==> src/rtl/mem_pkg.sv <==
// mem_pkg: constants shared by the memory stage.
//   - FSM state encoding (IDLE / BUSY)
//   - default widths for address, data and destination register index
//   - register-file write enable used when a store retires
package mem_pkg;

   localparam logic [0:0] ST_IDLE = 1'b0;
   localparam logic [0:0] ST_BUSY = 1'b1;

   localparam int DEF_ADDR_W = 16;
   localparam int DEF_DATA_W = 32;
   localparam int DEF_REG_W  = 4;

   // Stores never write the register file, whatever execute requested.
   localparam logic STORE_WB_REG_WRITE = 1'b0;

endpackage

==> src/rtl/mem_timeout_ctr.sv <==
// mem_timeout_ctr: bounded-wait counter for an outstanding memory access.
// Ports:
//   clk       in   clock, rising edge
//   rst       in   synchronous active-high reset
//   i_clear   in   hold the count at zero (asserted while no access is outstanding)
//   i_enable  in   count this cycle (access outstanding, no ack)
//   o_expire  out  count has reached TIMEOUT-1 while enabled: abort on the next edge
module mem_timeout_ctr #(
   parameter int TIMEOUT = 16
) (
   input  logic clk,
   input  logic rst,
   input  logic i_clear,
   input  logic i_enable,
   output logic o_expire
);

   localparam int CNT_W = (TIMEOUT > 2) ? $clog2(TIMEOUT) : 1;
   localparam logic [CNT_W-1:0] TERM = CNT_W'(TIMEOUT - 1);

   logic [CNT_W-1:0] r_cnt;

   assign o_expire = i_enable && (r_cnt == TERM);

   always_ff @(posedge clk) begin
      if (rst || i_clear) begin
         r_cnt <= '0;
      end else if (i_enable && !o_expire) begin
         r_cnt <= r_cnt + 1'b1;
      end
   end

endmodule

==> src/rtl/mem_stage.sv <==
// mem_stage: MEM pipeline stage between execute and writeback.
// Non-memory instructions retire one cycle after acceptance. Loads/stores
// issue a registered request, stall execute until mem_ack or timeout, then
// retire a single wb_valid pulse.
// Ports:
//   clk, rst                 clock / synchronous active-high reset
//   ex_*                     instruction from execute (valid, ALU result, store data, controls, dest)
//   stall                    execute must hold its outputs (every BUSY cycle)
//   mem_req/we/addr/wdata    registered data-memory request
//   mem_rdata, mem_ack       memory response (ack sampled only while mem_req)
//   wb_valid/reg_write/dest/data/err   registered MEM/WB outputs
//
// state | meaning
// IDLE  | accepting; ALU ops retire next edge, memory ops issue a request
// BUSY  | request outstanding; stall=1, waiting for ack or timeout
module mem_stage
   import mem_pkg::*;
#(
   parameter int ADDR_W  = DEF_ADDR_W,
   parameter int DATA_W  = DEF_DATA_W,
   parameter int REG_W   = DEF_REG_W,
   parameter int TIMEOUT = 16
) (
   input  logic              clk,
   input  logic              rst,
   input  logic              ex_valid,
   input  logic [DATA_W-1:0] ex_alu_out,
   input  logic [DATA_W-1:0] ex_store_data,
   input  logic              ex_mem_read,
   input  logic              ex_mem_write,
   input  logic              ex_reg_write,
   input  logic [REG_W-1:0]  ex_dest,
   output logic              stall,
   output logic              mem_req,
   output logic              mem_we,
   output logic [ADDR_W-1:0] mem_addr,
   output logic [DATA_W-1:0] mem_wdata,
   input  logic [DATA_W-1:0] mem_rdata,
   input  logic              mem_ack,
   output logic              wb_valid,
   output logic              wb_reg_write,
   output logic [REG_W-1:0]  wb_dest,
   output logic [DATA_W-1:0] wb_data,
   output logic              wb_err
);

   logic [0:0]        r_state;
   logic              r_mem_req;
   logic              r_mem_we;
   logic [ADDR_W-1:0] r_mem_addr;
   logic [DATA_W-1:0] r_mem_wdata;
   logic              r_cap_reg_write;
   logic [REG_W-1:0]  r_cap_dest;
   logic              r_wb_valid;
   logic              r_wb_reg_write;
   logic [REG_W-1:0]  r_wb_dest;
   logic [DATA_W-1:0] r_wb_data;
   logic              r_wb_err;

   logic w_busy;
   logic w_mem_op;
   logic w_expire;

   assign w_busy   = (r_state == ST_BUSY);
   assign w_mem_op = ex_mem_read || ex_mem_write;

   mem_timeout_ctr #(
      .TIMEOUT (TIMEOUT)
   ) u_timeout (
      .clk      (clk),
      .rst      (rst),
      .i_clear  (!w_busy),
      .i_enable (w_busy && !mem_ack),
      .o_expire (w_expire)
   );

   always_ff @(posedge clk) begin
      if (rst) begin
         r_state         <= ST_IDLE;
         r_mem_req       <= 1'b0;
         r_mem_we        <= 1'b0;
         r_mem_addr      <= '0;
         r_mem_wdata     <= '0;
         r_cap_reg_write <= 1'b0;
         r_cap_dest      <= '0;
         r_wb_valid      <= 1'b0;
         r_wb_reg_write  <= 1'b0;
         r_wb_dest       <= '0;
         r_wb_data       <= '0;
         r_wb_err        <= 1'b0;
      end else begin
         // wb_valid/wb_err are single-cycle pulses unless set below.
         r_wb_valid <= 1'b0;
         r_wb_err   <= 1'b0;
         case (r_state)
            ST_IDLE: begin
               if (ex_valid) begin
                  if (w_mem_op) begin
                     r_state         <= ST_BUSY;
                     r_mem_req       <= 1'b1;
                     // read+write together resolves to a store
                     r_mem_we        <= ex_mem_write;
                     r_mem_addr      <= ex_alu_out[ADDR_W-1:0];
                     r_mem_wdata     <= ex_store_data;
                     r_cap_reg_write <= ex_reg_write;
                     r_cap_dest      <= ex_dest;
                  end else begin
                     r_wb_valid     <= 1'b1;
                     r_wb_reg_write <= ex_reg_write;
                     r_wb_dest      <= ex_dest;
                     r_wb_data      <= ex_alu_out;
                  end
               end
            end
            ST_BUSY: begin
               // ack has priority over a same-cycle timeout
               if (mem_ack) begin
                  r_state    <= ST_IDLE;
                  r_mem_req  <= 1'b0;
                  r_wb_valid <= 1'b1;
                  r_wb_dest  <= r_cap_dest;
                  if (r_mem_we) begin
                     r_wb_reg_write <= STORE_WB_REG_WRITE;
                     r_wb_data      <= DATA_W'(r_mem_addr);
                  end else begin
                     r_wb_reg_write <= r_cap_reg_write;
                     r_wb_data      <= mem_rdata;
                  end
               end else if (w_expire) begin
                  r_state        <= ST_IDLE;
                  r_mem_req      <= 1'b0;
                  r_wb_valid     <= 1'b1;
                  r_wb_err       <= 1'b1;
                  r_wb_reg_write <= 1'b0;
                  r_wb_dest      <= r_cap_dest;
                  r_wb_data      <= '0;
               end
            end
            default: r_state <= ST_IDLE;
         endcase
      end
   end

   assign stall        = w_busy;
   assign mem_req      = r_mem_req;
   assign mem_we       = r_mem_we;
   assign mem_addr     = r_mem_addr;
   assign mem_wdata    = r_mem_wdata;
   assign wb_valid     = r_wb_valid;
   assign wb_reg_write = r_wb_reg_write;
   assign wb_dest      = r_wb_dest;
   assign wb_data      = r_wb_data;
   assign wb_err       = r_wb_err;

endmodule

==> config.mk <==
export PLATFORM = sky130hd
export DESIGN_NAME = mem_stage
export DESIGN_NICKNAME = d
export VERILOG_FILES = /design/src/rtl/mem_pkg.sv /design/src/rtl/mem_timeout_ctr.sv /design/src/rtl/mem_stage.sv
export SDC_FILE = /design/constraint.sdc
export NUM_CORES = 1
export LEC_CHECK = 0
export CORE_UTILIZATION = 47
export DETAILED_ROUTE_END_ITERATION = 7
export HOLD_SLACK_MARGIN = 0.08
export PLACE_DENSITY_LB_ADDON = 0.2
export SLEW_MARGIN = 0
export SYNTH_ARGS = -nofsm -noshare
export SYNTH_HDL_FRONTEND = slang
export SYNTH_SLANG_ARGS = --single-unit
==> constraint.sdc <==
create_clock -name clk -period 3.2 [get_ports clk]
set_clock_uncertainty 0.2 [all_clocks]
set_input_delay 0.64 -clock clk [delete_from_list [all_inputs] [get_ports clk]]
set_output_delay 0.64 -clock clk [all_outputs]
set_load 0.005 [all_outputs]
==> flow_metrics.py <==
metrics = {
    "timing": {
        "max_slew_margin": 0.504,
        "worst_pin_slew_ns": 0.744,
        "timing.fmax_mhz": 377,
        "finalCritPeriodShare": 0.828,
        "fin_crit_ns": 2.65,
        "timing.final.ws_setup_ns": 0.550,
        "hold_viol": 0,
        "rsz0062_at_grt": "false",
        "slew_viol_final": 0,
        "finalSetupViolCount": 0,
        "tns_ns": 0,
    },
    "synthesis": {
        "synth-seq-cells": 99,
        "async_reset_ff_frac": 0,
        "avgSynthCellArea_um2": 8.95,
        "ys.flop_type": "dfxtp_1",
        "synth.distinct_cells": 41,
        "ys_seq_area_frac": 0.398,
        "synth_edf_count": 0,
        "yosysWarnings": 0,
        "syn-num-nets": 664,
        "syn_inst": 556,
        "synth_area_um2": 4980,
    },
    "grt": {
        "grt_max_degree": 74,
        "grt_pass1_vias": 4631,
        "track_usage": 0.264,
        "overflow": 0,
        "antenna_found_initial": 0,
        "grt_pass1_wl_mm": 23.2,
    },
    "clocking": {
        "cts.root.buffer_cell": "clkbuf_8",
        "cts_resized": 0,
        "cts_sinks": 99,
        "cts_made_buffers": 9,
        "postCtsSetupBuffers": 0,
        "ctsHoldBuffers": 0,
        "clk_latency_ns": 0.37,
        "htreeDepth": 3,
        "cts_tree": "yes",
        "cts.clk_slew.worst_paths_ns": 0.09,
        "cts_max_path_buffers": 2,
    },
    "worst_setup_path": {
        "path_buf_inv": 1,
        "cp.depth": 1,
        "cpLargestDelayFamily": "flip-flops",
        "worst_ep_required_time_ns": 2.36,
        "max_stage_delay_ns": 0.81,
        "crit_start": "mem_we",
        "crit_chain": "clkdlybuf4s50_1",
        "critical_path_peak_fanout": 22,
        "slowest_stage": "dfxtp_1",
        "criticalPathCategory": "flop to primary output",
        "reg2reg_depth": 3,
        "cp.arrival_ns": 1.81,
        "critPathLaunchType": "flop",
        "end_kind": "primary output",
        "reg2reg_from": "stall",
    },
    "floorplan": {
        "core_area_um2": 10300,
        "num_rows": 37,
        "dieHeight_um": 105,
        "initial_core_util": 0.484,
        "fp.dieW_um": 105,
        "dieArea_um2": 11000,
        "boundaryPins": 197,
    },
    "hold_path": {
        "hold_path_class": "flop to flop",
        "hold_path_startpoint": "r_cap_dest[1]",
        "holdPathStages": 2,
    },
    "placed_design": {
        "place_ws_ns": 0.429,
        "portBuffers": 196,
        "placed_cell_area_um2": 6910,
        "dpl.hpwl_mm": 10.1,
        "gp_congestion": 0.816,
    },
    "routing": {
        "vias": 4917,
        "wl_per_cell_um": 16.9,
        "wl_mm": 14.5,
        "drt-initial-drc-count": 249,
        "drt-vias-per-instance": 5.74,
        "drc": 0,
        "ant_nets": 0,
        "firstDrtPassIters": 4,
    },
    "cells_and_area": {
        "drive_gt1_frac": 0.139,
        "area_growth_pct": 43.1,
        "multiInputGateArea_um2": 2660,
        "antenna-diode-count": 0,
        "final_area_um2": 7120,
        "fillCellCount": 864,
        "finalNetCount": 824,
        "register_area_um2": 1980,
    },
    "power_and_ir_drop": {
        "ir_drop_mv": 0.255,
        "internal-power_mw": 2.16,
        "p_switching_mw": 0.782,
        "p_sw_frac": 0.266,
        "p_per_area_nw_per_um2": 413,
        "power.share.combinational": 0.233,
        "power_leakage_nw": 2.49,
        "power.clock.fraction": 0.299,
        "seqPwrFrac": 0.468,
    },
    "run": {
        "drv_cap": 0,
    },
    "run_status": {
        "status": "completed",
    },
}
==> tightest hold or removal path, delay by kind of cell (launching register included) <==
family	cells	cell delay, ns
compound gates	2	0.13
flops	1	0.32
==> flip-flops by register name, summed over array words and instances, names as in the netlist <==
register and cells:
mem_req 1, mem_wdata 32, r_cap_dest 4, wb_data 32, r_cap_reg_write 1, wb_err 1
mem_addr 16, wb_reg_write 1, mem_we 1, wb_dest 4, stall 1, u_timeout.r_cnt 4
wb_valid 1
==> cell type report <==
cell class / instances / area share
multi-input cells: 392 / 0.373
repair buffers: 211 / 0.293
flip-flops and latches: 99 / 0.278
well taps: 136 / 0.0239
clock buffers: 10 / 0.0179
clock inverters: 6 / 0.0123
inverters: 3 / 0.00158
==> placed cells by master, fill, tap and decap left out, types with 4 or more instances in the layout <==
cell type,count
nor2_1,5
mux2i_1,4
o21ai_0,56
nor2b_1,30
a2111oi_0,6
buf_4,15
and2b_2,7
clkdlybuf4s50_1,195
nor3_1,17
nand2b_1,13
a21oi_1,92
nor4b_1,16
dfxtp_1,98
mux2_2,35
a2111oi_2,10
or2b_2,7
clkbuf_8,9
nand4b_1,17
nand3_1,56
==> path summary, 6_finish.rpt <==
path	end	slack, ns
setup / recovery	mem_we	0.55
hold reg to reg	r_cap_dest[1]	0.28
setup reg to reg	wb_data[19]	0.75
hold / removal	r_cap_dest[1]	0.28
==> power groups by stage <==
stage	clock (mW)	sequential, mW	combinational, mW
2_1_floorplan	0	1.39	0.341
3_3_place_gp	0	1.40	0.672
3_5_place_dp	0	1.41	0.685
4_1_cts	0.902	1.38	0.689
5_1_grt	0.955	1.39	0.740
6_report	0.880	1.38	0.686
==> metrics by stage <==
step / utilization / hold WS [ns] / power [mW] / cells
after global routing: 0.693 / 0.301 / 3.08 / 857
after floorplan: - / 0.254 / 1.73 / 556
after detailed placement: 0.672 / 0.268 / 2.09 / 841
final: 0.693 / 0.282 / 2.94 / 857
after CTS: 0.693 / 0.281 / 2.97 / 857
after global placement: 0.672 / 0.260 / 2.07 / 841
==> kinds of logic (layout without fill, tap and decap cells) <==
family / count (synthesis) / in the layout / synth area share
and+or+nand+nor: 180 / 180 / 0.230
AOI/OAI and AO/OA: 170 / 170 / 0.206
DFF: 99 / 99 / 0.398
buffers and inverters: 65 / 230 / 0.0704
muxes: 41 / 41 / 0.0933
adders and majority gates: 1 / 1 / 0.00251
==> per-layer routing <==
layer	part of all wire	routed length, um	GRT usage
met5	0	0	0
met4	0.023	337	0.123
met3	0.078	1120	0.0730
met2	0.50	7230	0.438
met1	0.40	5760	0.316
==> cells in the mapped netlist (all sizes together) (2+ instances only) <==
cell type | count | area (um2)
dfxtp | 99 | 1980
a21oi | 92 | 460
nand3 | 56 | 280
o21ai | 56 | 280
mux2 | 37 | 424
clkbuf | 34 | 150
nor2b | 31 | 194
buf | 27 | 176
nand4b | 17 | 149
nor3 | 17 | 85.1
a2111oi | 16 | 203
nor4b | 16 | 140
nand2b | 13 | 81.3
and2b | 8 | 68.8
or2b | 7 | 61.3
nor2 | 6 | 22.5
mux2i | 4 | 40.0
inv | 3 | 11.3
nand2 | 3 | 11.3
or3 | 2 | 12.5
Power figures use the tool's default switching activity.
